[config.mk]
export PLATFORM = sky130hd
export DESIGN_NAME = mst_data_gen_flat
export DESIGN_NICKNAME = d
export VERILOG_FILES = /design/src/rtl/mst_data_gen_if.sv /design/src/rtl/mst_data_gen.sv /design/src/flat_wrapper.sv
export SDC_FILE = /design/constraint.sdc
export NUM_CORES = 1
export LEC_CHECK = 0
export CAP_MARGIN = 20
export CORE_MARGIN = 5
export CORE_UTILIZATION = 65
export CTS_CLUSTER_SIZE = 16
export DETAILED_ROUTE_END_ITERATION = 10
export DONT_BUFFER_PORTS = 1
export GPL_TIMING_DRIVEN = 0
export PLACE_DENSITY = 0.81
export SLEW_MARGIN = 20
export SYNTH_ARGS = -nofsm -noshare
export SYNTH_HDL_FRONTEND = slang
export SYNTH_SLANG_ARGS = --single-unit
[constraint.sdc]
create_clock -name clk -period 8.05 [get_ports clk]
set_clock_uncertainty 0.15 [all_clocks]
set_input_delay 2.415 -clock clk [delete_from_list [all_inputs] [get_ports clk]]
set_output_delay 2.415 -clock clk [all_outputs]
set_load 0.02 [all_outputs]
[src/rtl/mst_data_gen_if.sv]
// Pattern stream from the data generator to its consumer: one word per handshake, tagged
// with the logical channel it belongs to.
interface mst_data_gen_if #(
    parameter int WIDTH_DATA = 32,
    parameter int WIDTH_CH   = 2
);
    // A word transfers on every clk edge where tvalid & tready are both high. Once tvalid
    // rises, the master holds tvalid, tdata and tch unchanged until that transfer happens.
    logic                  tvalid;
    logic                  tready;
    logic [WIDTH_DATA-1:0] tdata;
    logic [WIDTH_CH-1:0]   tch;

    modport master (output tvalid, tdata, tch, input tready);
    modport slave  (input tvalid, tdata, tch, output tready);
endinterface

[src/rtl/mst_data_gen.sv]
// Multi-channel incrementing-pattern generator. It serves the enabled channels round-robin
// in bursts, and it can corrupt a single word on request to exercise the checker's error path.
module mst_data_gen #(
    parameter int CNT_CHANNLS = 4,
    parameter int WIDTH_DATA  = 32,
    parameter int WIDTH_LEN   = 16,
    parameter int BURST       = 8,
    localparam int WIDTH_CH   = (CNT_CHANNLS > 1) ? $clog2(CNT_CHANNLS) : 1
) (
    input  logic                   clk,
    input  logic                   rst_n,
    input  logic                   bus16,
    input  logic                   start,
    input  logic [WIDTH_LEN-1:0]   len,
    input  logic [CNT_CHANNLS-1:0] ch_en,
    input  logic                   err_inj,
    mst_data_gen_if.master         st,
    output logic                   busy,
    output logic                   done,
    output logic [1:0]             dbg_state
);

    localparam int WIDTH_BURST = (BURST > 1) ? $clog2(BURST) : 1;

    typedef enum logic [1:0] {
        S_IDLE = 2'd0,
        S_ARB  = 2'd1,
        S_SEND = 2'd2,
        S_DONE = 2'd3
    } state_t;

    state_t state, state_nx;

    logic [WIDTH_DATA-1:0]  cnt [CNT_CHANNLS];
    logic [WIDTH_LEN-1:0]   rem [CNT_CHANNLS];
    logic [WIDTH_CH-1:0]    last;
    logic [WIDTH_CH-1:0]    sel;
    logic                   sel_ok;
    logic [WIDTH_CH-1:0]    tch_r;
    logic [WIDTH_DATA-1:0]  tdata_r;
    logic                   tvalid_r;
    logic                   tcorr_r;
    logic                   pend;
    logic                   pend_nx;
    logic                   bus16_r;
    logic [WIDTH_BURST-1:0] burst_cnt;

    logic                   hs;
    logic [WIDTH_DATA-1:0]  cur_nxt;
    logic                   last_word;
    logic                   burst_end;
    logic                   arb_load;
    logic                   send_load;
    int                     cand;
    logic [WIDTH_CH-1:0]    cidx;

    function automatic logic [WIDTH_DATA-1:0] present(input logic [WIDTH_DATA-1:0] c,
                                                      input logic                  b16);
        logic [WIDTH_DATA-1:0] w;
        w = c;
        if (b16) begin
            w       = '0;
            w[15:0] = c[15:0];
        end
        return w;
    endfunction

    // In 16-bit mode the counter wraps at 16'hFFFF and its upper bits are forced to zero.
    function automatic logic [WIDTH_DATA-1:0] next_count(input logic [WIDTH_DATA-1:0] c,
                                                         input logic                  b16);
        logic [WIDTH_DATA-1:0] n;
        n = c + WIDTH_DATA'(1);
        if (b16) begin
            n       = '0;
            n[15:0] = c[15:0] + 16'd1;
        end
        return n;
    endfunction

    assign hs        = tvalid_r & st.tready;
    assign cur_nxt   = next_count(cnt[tch_r], bus16_r);
    assign last_word = (rem[tch_r] == WIDTH_LEN'(1));
    assign burst_end = (burst_cnt == WIDTH_BURST'(BURST - 1));
    assign arb_load  = (state == S_ARB) && sel_ok;
    assign send_load = hs && (state_nx == S_SEND);

    // The corruption request stays pending until the corrupted word itself is accepted.
    // Any word loaded while the request is pending carries the flipped bit 0.
    assign pend_nx = pend ? ~(hs & tcorr_r) : err_inj;

    always_comb begin
        sel    = '0;
        sel_ok = 1'b0;
        cand   = 0;
        cidx   = '0;
        for (int k = 1; k <= CNT_CHANNLS; k++) begin
            cand = int'(last) + k;
            if (cand >= CNT_CHANNLS) cand = cand - CNT_CHANNLS;
            cidx = WIDTH_CH'(cand);
            if (!sel_ok && (rem[cidx] != '0)) begin
                sel_ok = 1'b1;
                sel    = cidx;
            end
        end
    end

    always_ff @(posedge clk or negedge rst_n) begin
        if (!rst_n) state <= S_IDLE;
        else        state <= state_nx;
    end

    always_comb begin
        state_nx = state;
        case (state)
            S_IDLE:  if (start) state_nx = S_ARB;
            S_ARB:   state_nx = sel_ok ? S_SEND : S_DONE;
            S_SEND:  if (hs && (last_word || burst_end)) state_nx = S_ARB;
            S_DONE:  state_nx = S_IDLE;
            default: state_nx = S_IDLE;
        endcase
    end

    always_comb begin
        busy      = (state != S_IDLE);
        done      = (state == S_DONE);
        dbg_state = state;
    end

    always_ff @(posedge clk or negedge rst_n) begin
        if (!rst_n) begin
            for (int i = 0; i < CNT_CHANNLS; i++) begin
                cnt[i] <= '0;
                rem[i] <= '0;
            end
            last      <= WIDTH_CH'(CNT_CHANNLS - 1);
            tch_r     <= '0;
            tdata_r   <= '0;
            tvalid_r  <= 1'b0;
            tcorr_r   <= 1'b0;
            pend      <= 1'b0;
            bus16_r   <= 1'b0;
            burst_cnt <= '0;
        end else begin
            tvalid_r <= (state_nx == S_SEND);
            pend     <= pend_nx;
            if ((state == S_IDLE) && start) begin
                bus16_r <= bus16;
                for (int i = 0; i < CNT_CHANNLS; i++) begin
                    rem[i] <= ch_en[i] ? len : '0;
                end
            end
            if (hs) begin
                cnt[tch_r] <= cur_nxt;
                rem[tch_r] <= rem[tch_r] - WIDTH_LEN'(1);
                burst_cnt  <= burst_cnt + WIDTH_BURST'(1);
            end
            // Output words are registered one step ahead, so each new word is built from
            // the counter value it will have after the transfer that is happening now.
            if (arb_load) begin
                last      <= sel;
                tch_r     <= sel;
                burst_cnt <= '0;
                tdata_r   <= present(cnt[sel], bus16_r) ^ WIDTH_DATA'(pend_nx);
                tcorr_r   <= pend_nx;
            end else if (send_load) begin
                tdata_r <= present(cur_nxt, bus16_r) ^ WIDTH_DATA'(pend_nx);
                tcorr_r <= pend_nx;
            end
        end
    end

    assign st.tvalid = tvalid_r;
    assign st.tdata  = tdata_r;
    assign st.tch    = tch_r;

endmodule

[src/flat_wrapper.sv]
// flat-port wrapper written by rule: the top's interface ports become plain ports
module mst_data_gen_flat 
#(
    parameter int CNT_CHANNLS = 4,
    parameter int WIDTH_DATA  = 32,
    parameter int WIDTH_LEN   = 16,
    parameter int BURST       = 8,
    localparam int WIDTH_CH   = (CNT_CHANNLS > 1) ? $clog2(CNT_CHANNLS) : 1
)
  (clk, rst_n, bus16, start, len, ch_en, err_inj, busy, done, dbg_state, st_tvalid, st_tdata, st_tch, st_tready);
  mst_data_gen_if #(.WIDTH_DATA(WIDTH_DATA)) st_i ();
  input  logic clk;
  input  logic rst_n;
  input  logic bus16;
  input  logic start;
  input  logic [WIDTH_LEN-1:0] len;
  input  logic [CNT_CHANNLS-1:0] ch_en;
  input  logic err_inj;
  output logic busy;
  output logic done;
  output logic [1:0] dbg_state;
  output wire logic [$bits(st_i.tvalid)-1:0] st_tvalid;
  output wire logic [$bits(st_i.tdata)-1:0] st_tdata;
  output wire logic [$bits(st_i.tch)-1:0] st_tch;
  input wire logic [$bits(st_i.tready)-1:0] st_tready;
  assign st_tvalid = st_i.tvalid;
  assign st_tdata = st_i.tdata;
  assign st_tch = st_i.tch;
  assign st_i.tready = st_tready;
  mst_data_gen #(.CNT_CHANNLS(CNT_CHANNLS), .WIDTH_DATA(WIDTH_DATA), .WIDTH_LEN(WIDTH_LEN), .BURST(BURST)) u_core (.clk(clk), .rst_n(rst_n), .bus16(bus16), .start(start), .len(len), .ch_en(ch_en), .err_inj(err_inj), .st(st_i), .busy(busy), .done(done), .dbg_state(dbg_state));
endmodule
Yosys cells after proc, flatten, opt, wreduce, memory -nomap -nowiden
Index checks and enable logic that the tools add are counted.
Cells by class
  bitwise operators: 11
  reduce and logical (&&, ||, !) cells: 20
  add/sub/neg operators: 12
  equality and inequality tests: 6
  muxes and demuxes: 62
  magnitude comparators: 11
Operator list (number)
  $mux 32: 13
  $mux 16: 15
  $bmux 16 s2: 5
  $bmux 32 s2: 2
  $bwmux 128: 1
  $mux 64: 2
  $bwmux 64: 1
  $demux 32 s2: 1
  $reduce_bool 16->1: 4
  $xor 32x1->32: 2
  $add 32x1->32 const B: 1
  $demux 16 s2: 1
  $ge 3x3->1 const B: 9
  $mux 2: 10
  $not 2->3: 6
  $add 16x1->16 const B: 1
  $eq 16x1->1 const B: 1
  $sub 16x1->16 const B: 1
  $logic_and 1x1->1: 8
  $mux 1: 8
  $pmux 2 s4: 1
  $sub 2x1->2 const B: 4
  $add 2x2->3 const B: 2
  $eq 2x2->1 const B: 3
  other kinds (14): 20
Word-level totals
  logic and storage cells: 139
  flip-flop bits (word level): 237

Longest topological paths before layout
  depth after elaboration: 27
  gate-level depth with buffers: 17
  gate-level depth less buffers: 10

Worst setup path after synthesis
OpenSTA, ideal clock, no wires.
  path type: input to register
  from: input port st_tready
  to: register u_core.tdata_r[24], in the netlist u_core.st.tdata[24]
  stages on the path: 9
  data required time: 7.782 ns
  arrival time: 3.773 ns
  path buffers: 2
  setup slack: 4.009 ns
  library setup time: 0.118 ns
  cell sequence: nand3_1 nor3_1 and4_1 or4_1 buf_2 buf_4 nand3_1 o21ai_1 a21o_1
Between the ends
  longest elaborated chain between the ends: 7
RTL lines
  start, declared: line flat_wrapper.sv:25  | input wire logic [$bits(st_i.tready)-1:0] st_tready;
  $and 1x1->1 *: line mst_data_gen.sv:80  | assign hs = tvalid_r & st.tready;
  $logic_and 1x1->1: line mst_data_gen.sv:117  | S_SEND: if (hs && (last_word || burst_end)) state_nx = S_ARB;
  $mux 2: line mst_data_gen.sv:117
  $pmux 2 s4: line mst_data_gen.sv:114  | case (state)
  $eq 2x2->1: line mst_data_gen.sv:85  | assign send_load = hs && (state_nx == S_SEND);
  $logic_and 1x1->1 *: line mst_data_gen.sv:85
  $reduce_bool 2->1 (no line) *
  end signal, assigned: line mst_data_gen.sv:163  | tdata_r <= present(cnt[sel], bus16_r) ^ WIDTH_DATA'(pend_nx);
  end signal, assigned: line mst_data_gen.sv:166  | tdata_r <= present(cur_nxt, bus16_r) ^ WIDTH_DATA'(pend_nx);
  end, declared: line mst_data_gen.sv:40  | logic [WIDTH_DATA-1:0] tdata_r;
Every way passes the cells marked *; elsewhere a longest branch is shown, timed or not.
A chain may end at the register's enable or synchronous reset.

Worst setup path in the final report
  from: register u_core.tch_r[1], in the netlist u_core.st.tch[1]
  to: register u_core.tdata_r[14], in the netlist u_core.st.tdata[14]
Between the ends
  longest elaborated chain between the ends: 12
RTL lines
  start, declared: line mst_data_gen.sv:39  | logic [WIDTH_CH-1:0] tch_r;
  start signal, assigned: line mst_data_gen.sv:161  | tch_r <= sel;
  $not 2->3 (not written as such) *: line mst_data_gen.sv:81, mst_data_gen.sv:82
  $bmux 32 s2 / $bmux 16 s2 (equally long branches): line mst_data_gen.sv:81, mst_data_gen.sv:82
  $mux 32 (not written as such) / $mux 16 (equally long branches) (2 in series): line mst_data_gen.sv:81, mst_data_gen.sv:82
  $add 32x1->32, or another cell as far along: line mst_data_gen.sv:72  | n = c + WIDTH_DATA'(1);
  $mux 32 / $logic_or 1x1->1 (equally long branches): line mst_data_gen.sv:73, mst_data_gen.sv:117
  $mux 32 / $logic_and 1x1->1 (equally long branches): line mst_data_gen.sv:61, mst_data_gen.sv:117
  $mux 32 / $mux 2 (equally long branches): line mst_data_gen.sv:165, mst_data_gen.sv:117
  $mux 32 / $pmux 2 s4 (equally long branches): line mst_data_gen.sv:159, mst_data_gen.sv:114
  $xor 32x1->32 / $eq 2x2->1 (equally long branches): line mst_data_gen.sv:166, mst_data_gen.sv:85
  $mux 32 / $logic_and 1x1->1 (equally long branches): line mst_data_gen.sv:165, mst_data_gen.sv:85
  $mux 32 / $reduce_bool 2->1 (equally long branches)
Every way passes the cells marked *; elsewhere a longest branch is shown, timed or not. The select of a mux whose other input is x is not followed.

==> metrics.log <==
[metrics] final number of setup-violating endpoints: 0
[metrics] Worst Hold Slack: 0.342 ns
[metrics] remaining antenna violation count after routing: 0
[metrics] summed instance area of the synthesized netlist: 13400 um2
[metrics] number of global-route vias before repair: 11700
[metrics] net switching component of the power: 2.38 mW
[metrics] final weighted congestion in routability-driven placement: 0.983
[metrics] pin count of the biggest net entering global routing: 238
[metrics] Tightest Hold Check Type: register to register
[metrics] cell taking the most area after synthesis: sky130_fd_sc_hd__dfrtp_1
[metrics] count of synthesis-stage warnings from yosys: 0
[metrics] slack of the worst reg-to-reg path: 3.06 ns
[metrics] Ant. Diodes: 0
[metrics] critical path data arrival time: 5.26 ns
[metrics] PostCTS Resize Cnt: 0
[metrics] time the worst path needs with I/O delays and setup: 4.99 ns
[metrics] Worst Path Class, Setup: register to register
[metrics] Post-synth top cells: sky130_fd_sc_hd__nand2_1 (310), sky130_fd_sc_hd__dfrtp_1 (235), sky130_fd_sc_hd__o21ai_0 (151)
[metrics] run status: finished clean
[metrics] Chip Height: 153 um
[metrics] die area: 23500 um2
[metrics] Syn Area/Cell: 9.78 um2
[metrics] top area cells in the synthesized netlist: sky130_fd_sc_hd__dfrtp_1 (44%), sky130_fd_sc_hd__nand2_1 (8.7%), sky130_fd_sc_hd__o21ai_0 (5.7%)
[metrics] number of port buffers: 0
[metrics] critical path endpoint category: register
[metrics] largest buffer count on any clock path: 3
[metrics] end of the worst register-to-register path: u_core.st.tdata[14]
[metrics] remaining routing DRC violations: 0
[metrics] worst vdd ir: 248 uV
[metrics] Worst Path Required: 8.32 ns
[metrics] critical-path maximum fanout: 10
[metrics] count of buffers added by post-CTS timing repair for setup: 0
[metrics] Clk Latency, worst-skew pair: 0.56 ns
[metrics] share of total power in sequential cells: 0.319
[metrics] Hold Startpoint: u_core.tcorr_r
[metrics] vias after detailed routing: 12000
[metrics] Gate Count Post-Synth: 1365
[metrics] dominant cell by count in the synthesized netlist: sky130_fd_sc_hd__nand2_1
[metrics] number of instances on the worst hold path: 2
[metrics] Fmax: 200 MHz
[metrics] fraction of power consumed by the clock network: 0.235
[metrics] detailed-route vias per instance: 7.15
[metrics] CTS sink cnt: 237
[metrics] capture endpoint of the worst hold path: u_core.tcorr_r
[metrics] global-route usage over all layers: 0.362
[metrics] post-synthesis register bit count: 237
[metrics] number of synthesized flops with an enable pin: 0
[metrics] nets: 1424
[metrics] count of routing violations after the opening detailed-route iteration: 1784
[metrics] final core utilization: 0.721
[metrics] placeable core region: 20200 um2
[metrics] H-tree lvl count: 1
[metrics] post-synth cell types: 75
[metrics] setup repair after global routing missed its margin: false
[metrics] sum of overflow across all layers after global routing: 0
[metrics] drt total wl: 43400 um
[metrics] total count of max-transition violations in the final report: 0
[metrics] combinational group share of total power: 0.446
[metrics] hpwl dp: 29100 um
[metrics] number of violations of the max-capacitance limit: 0
[metrics] Reg-to-Reg Start: u_core.st.tch[1]
[metrics] I/O pin cnt: 65
[metrics] global-route wire length before repair: 67100 um
[metrics] hold buffers post-CTS: 0
[metrics] clock tree root driver cell: sky130_fd_sc_hd__clkbuf_16
[metrics] area overhead of the layout relative to synthesis: 9.35%
[metrics] filler instances: 1440
[metrics] post-synthesis async set-or-reset flop share: 1.00
[metrics] Pwr Density: 371 nW/um2
[metrics] Num CTS Buffers: 26
[metrics] predominant post-synthesis flop cell: sky130_fd_sc_hd__dfrtp_1
[metrics] combined flip-flop and latch cell area: 5930 um2
[metrics] crit share post-route: 0.620
[metrics] synthesized net count: 1396
[metrics] area taken by multi-input logic gates: 6880 um2
[metrics] initial antenna violation count: 0
[metrics] PnR Total Power: 5.42 mW
[metrics] transition time at the pin with the least slew margin: 1.15 ns
[metrics] length of the first detailed-routing pass in iterations: 7
[metrics] share of synthesized area occupied by flip-flops and latches: 0.444
[metrics] width of the die: 153 um
[metrics] WL/cell: 25.8 um
[metrics] clock tree from TritonCTS: yes
[metrics] Fin Setup TNS: 0 ns
[metrics] fraction of layout cells with a size suffix above 1: 0.122
[metrics] worst-case reg-to-reg path depth: 15
[metrics] reported leakage power: 6.44 nW
[metrics] Int Power: 3.04 mW
[metrics] worst slew slack as a fraction of its limit: 0.225
[metrics] area fraction of the dominant cell type after synthesis: 0.440
[metrics] type of element launching the critical path: register
[metrics] Hold Vio Cnt, Final: 0
[metrics] Starting Density: 0.660
[metrics] CTS clk-pin slew, worst paths: 0.06 ns
[metrics] standard-cell row count: 52
[metrics] switching portion of total power: 0.439
-- power groups by stage --
stage / Sequential, mW / Combinational, mW / Clock, mW
after CTS: 1.71 / 2.33 / 1.26
after global routing: 1.74 / 2.54 / 1.32
after global placement: 1.72 / 2.26 / 0
final: 1.73 / 2.42 / 1.28
after detailed placement: 1.73 / 2.31 / 0
after floorplan: 1.64 / 1.68 / 0
-- flip-flops by register name, summed over array words and instances (netlist names), 2 cells and up --
register / flops
u_core.burst_cnt: 3
u_core.rem: 64
u_core.dbg_state: 2
u_core.cnt: 128
u_core.last: 2
u_core.st.tdata: 32
u_core.st.tch: 2
-- worst max-delay path, cell delays in order, from the launching register on --
cell and delay (ns):
sky130_fd_sc_hd__dfrtp_1 0.51, sky130_fd_sc_hd__buf_2 0.31, sky130_fd_sc_hd__buf_4 0.30, sky130_fd_sc_hd__buf_4 0.29
sky130_fd_sc_hd__buf_4 0.31, sky130_fd_sc_hd__buf_2 0.30, sky130_fd_sc_hd__mux4_2 0.29, sky130_fd_sc_hd__inv_1 0.08
sky130_fd_sc_hd__ha_1 0.20, sky130_fd_sc_hd__nand3_1 0.10, sky130_fd_sc_hd__nor3_1 0.07, sky130_fd_sc_hd__and4_1 0.28
sky130_fd_sc_hd__nor4_4 0.61, sky130_fd_sc_hd__clkbuf_1 0.61, sky130_fd_sc_hd__a211oi_1 0.17, sky130_fd_sc_hd__a31o_2 0.25
-- area by class of cell --
| cell class | instances | area share |
|---|---|---|
| Buffer | 103 | 0.0352 |
| Clock buffer | 34 | 0.0514 |
| Clock inverter | 13 | 0.0110 |
| Inverter | 6 | 0.00154 |
| Multi-Input combinational cell | 1019 | 0.471 |
| Sequential cell | 237 | 0.406 |
| Tap cell | 270 | 0.0231 |
-- cell usage in the layout, fill, tap and decap left out, types with 14 or more instances in the layout --
cell,instances
sky130_fd_sc_hd__a21oi_1,24
sky130_fd_sc_hd__a211oi_1,23
sky130_fd_sc_hd__mux2_2,17
sky130_fd_sc_hd__clkbuf_1,75
sky130_fd_sc_hd__mux4_1,15
sky130_fd_sc_hd__nor4_1,14
sky130_fd_sc_hd__a31oi_1,14
sky130_fd_sc_hd__xor2_1,20
sky130_fd_sc_hd__xnor2_1,18
sky130_fd_sc_hd__nand2_1,310
sky130_fd_sc_hd__dfrtp_1,235
sky130_fd_sc_hd__o21ai_0,151
sky130_fd_sc_hd__mux4_2,32
sky130_fd_sc_hd__clkbuf_16,26
sky130_fd_sc_hd__and3_1,19
sky130_fd_sc_hd__a22o_1,16
sky130_fd_sc_hd__nor2_1,45
sky130_fd_sc_hd__nand3_1,71
sky130_fd_sc_hd__mux2i_1,61
-- how the worst max path moves through the flow --
stage                                start                   to  slack, ns  depth (start not counted)
after floorplan                  st_tready  u_core.st.tdata[24]       4.01                          9
after global routing      u_core.st.tch[1]   u_core.st.tdata[3]       3.04                         16
final                     u_core.st.tch[1]  u_core.st.tdata[14]       3.06                         15
after CTS                 u_core.st.tch[1]  u_core.st.tdata[14]       3.25                         15
after detailed placement  u_core.st.tch[1]   u_core.st.tdata[7]       3.27                         15
after global placement    u_core.st.tch[1]  u_core.st.tdata[14]       3.32                         15
-- cells by family after synthesis --
family          after synthesis  share of synthesized area
simple gates                538                      0.192
buf+inv                     109                     0.0402
compound gates              304                      0.140
flops                       237                      0.444
mux                         131                      0.150
xor+xnor                     41                     0.0286
fa+ha+maj                     5                    0.00469
-- through the flow --
step / area [um2] / setup WS (ns) / instances
final: 14600 / 3.06 / 1682
after detailed placement: 13700 / 3.27 / 1635
after floorplan: 13400 / 4.01 / 1365
after CTS: 14600 / 3.25 / 1682
after global routing: 14600 / 3.04 / 1682
after global placement: 13700 / 3.32 / 1635
-- metal layers --
| metal | GRT usage | part of all wire |
|---|---|---|
| met2 | 0.533 | 0.44 |
| met4 | 0.140 | 0.042 |
| met5 | 0 | 0 |
| met1 | 0.524 | 0.38 |
| met3 | 0.0888 | 0.14 |
Note: power is estimated with default switching activity, not from simulation.
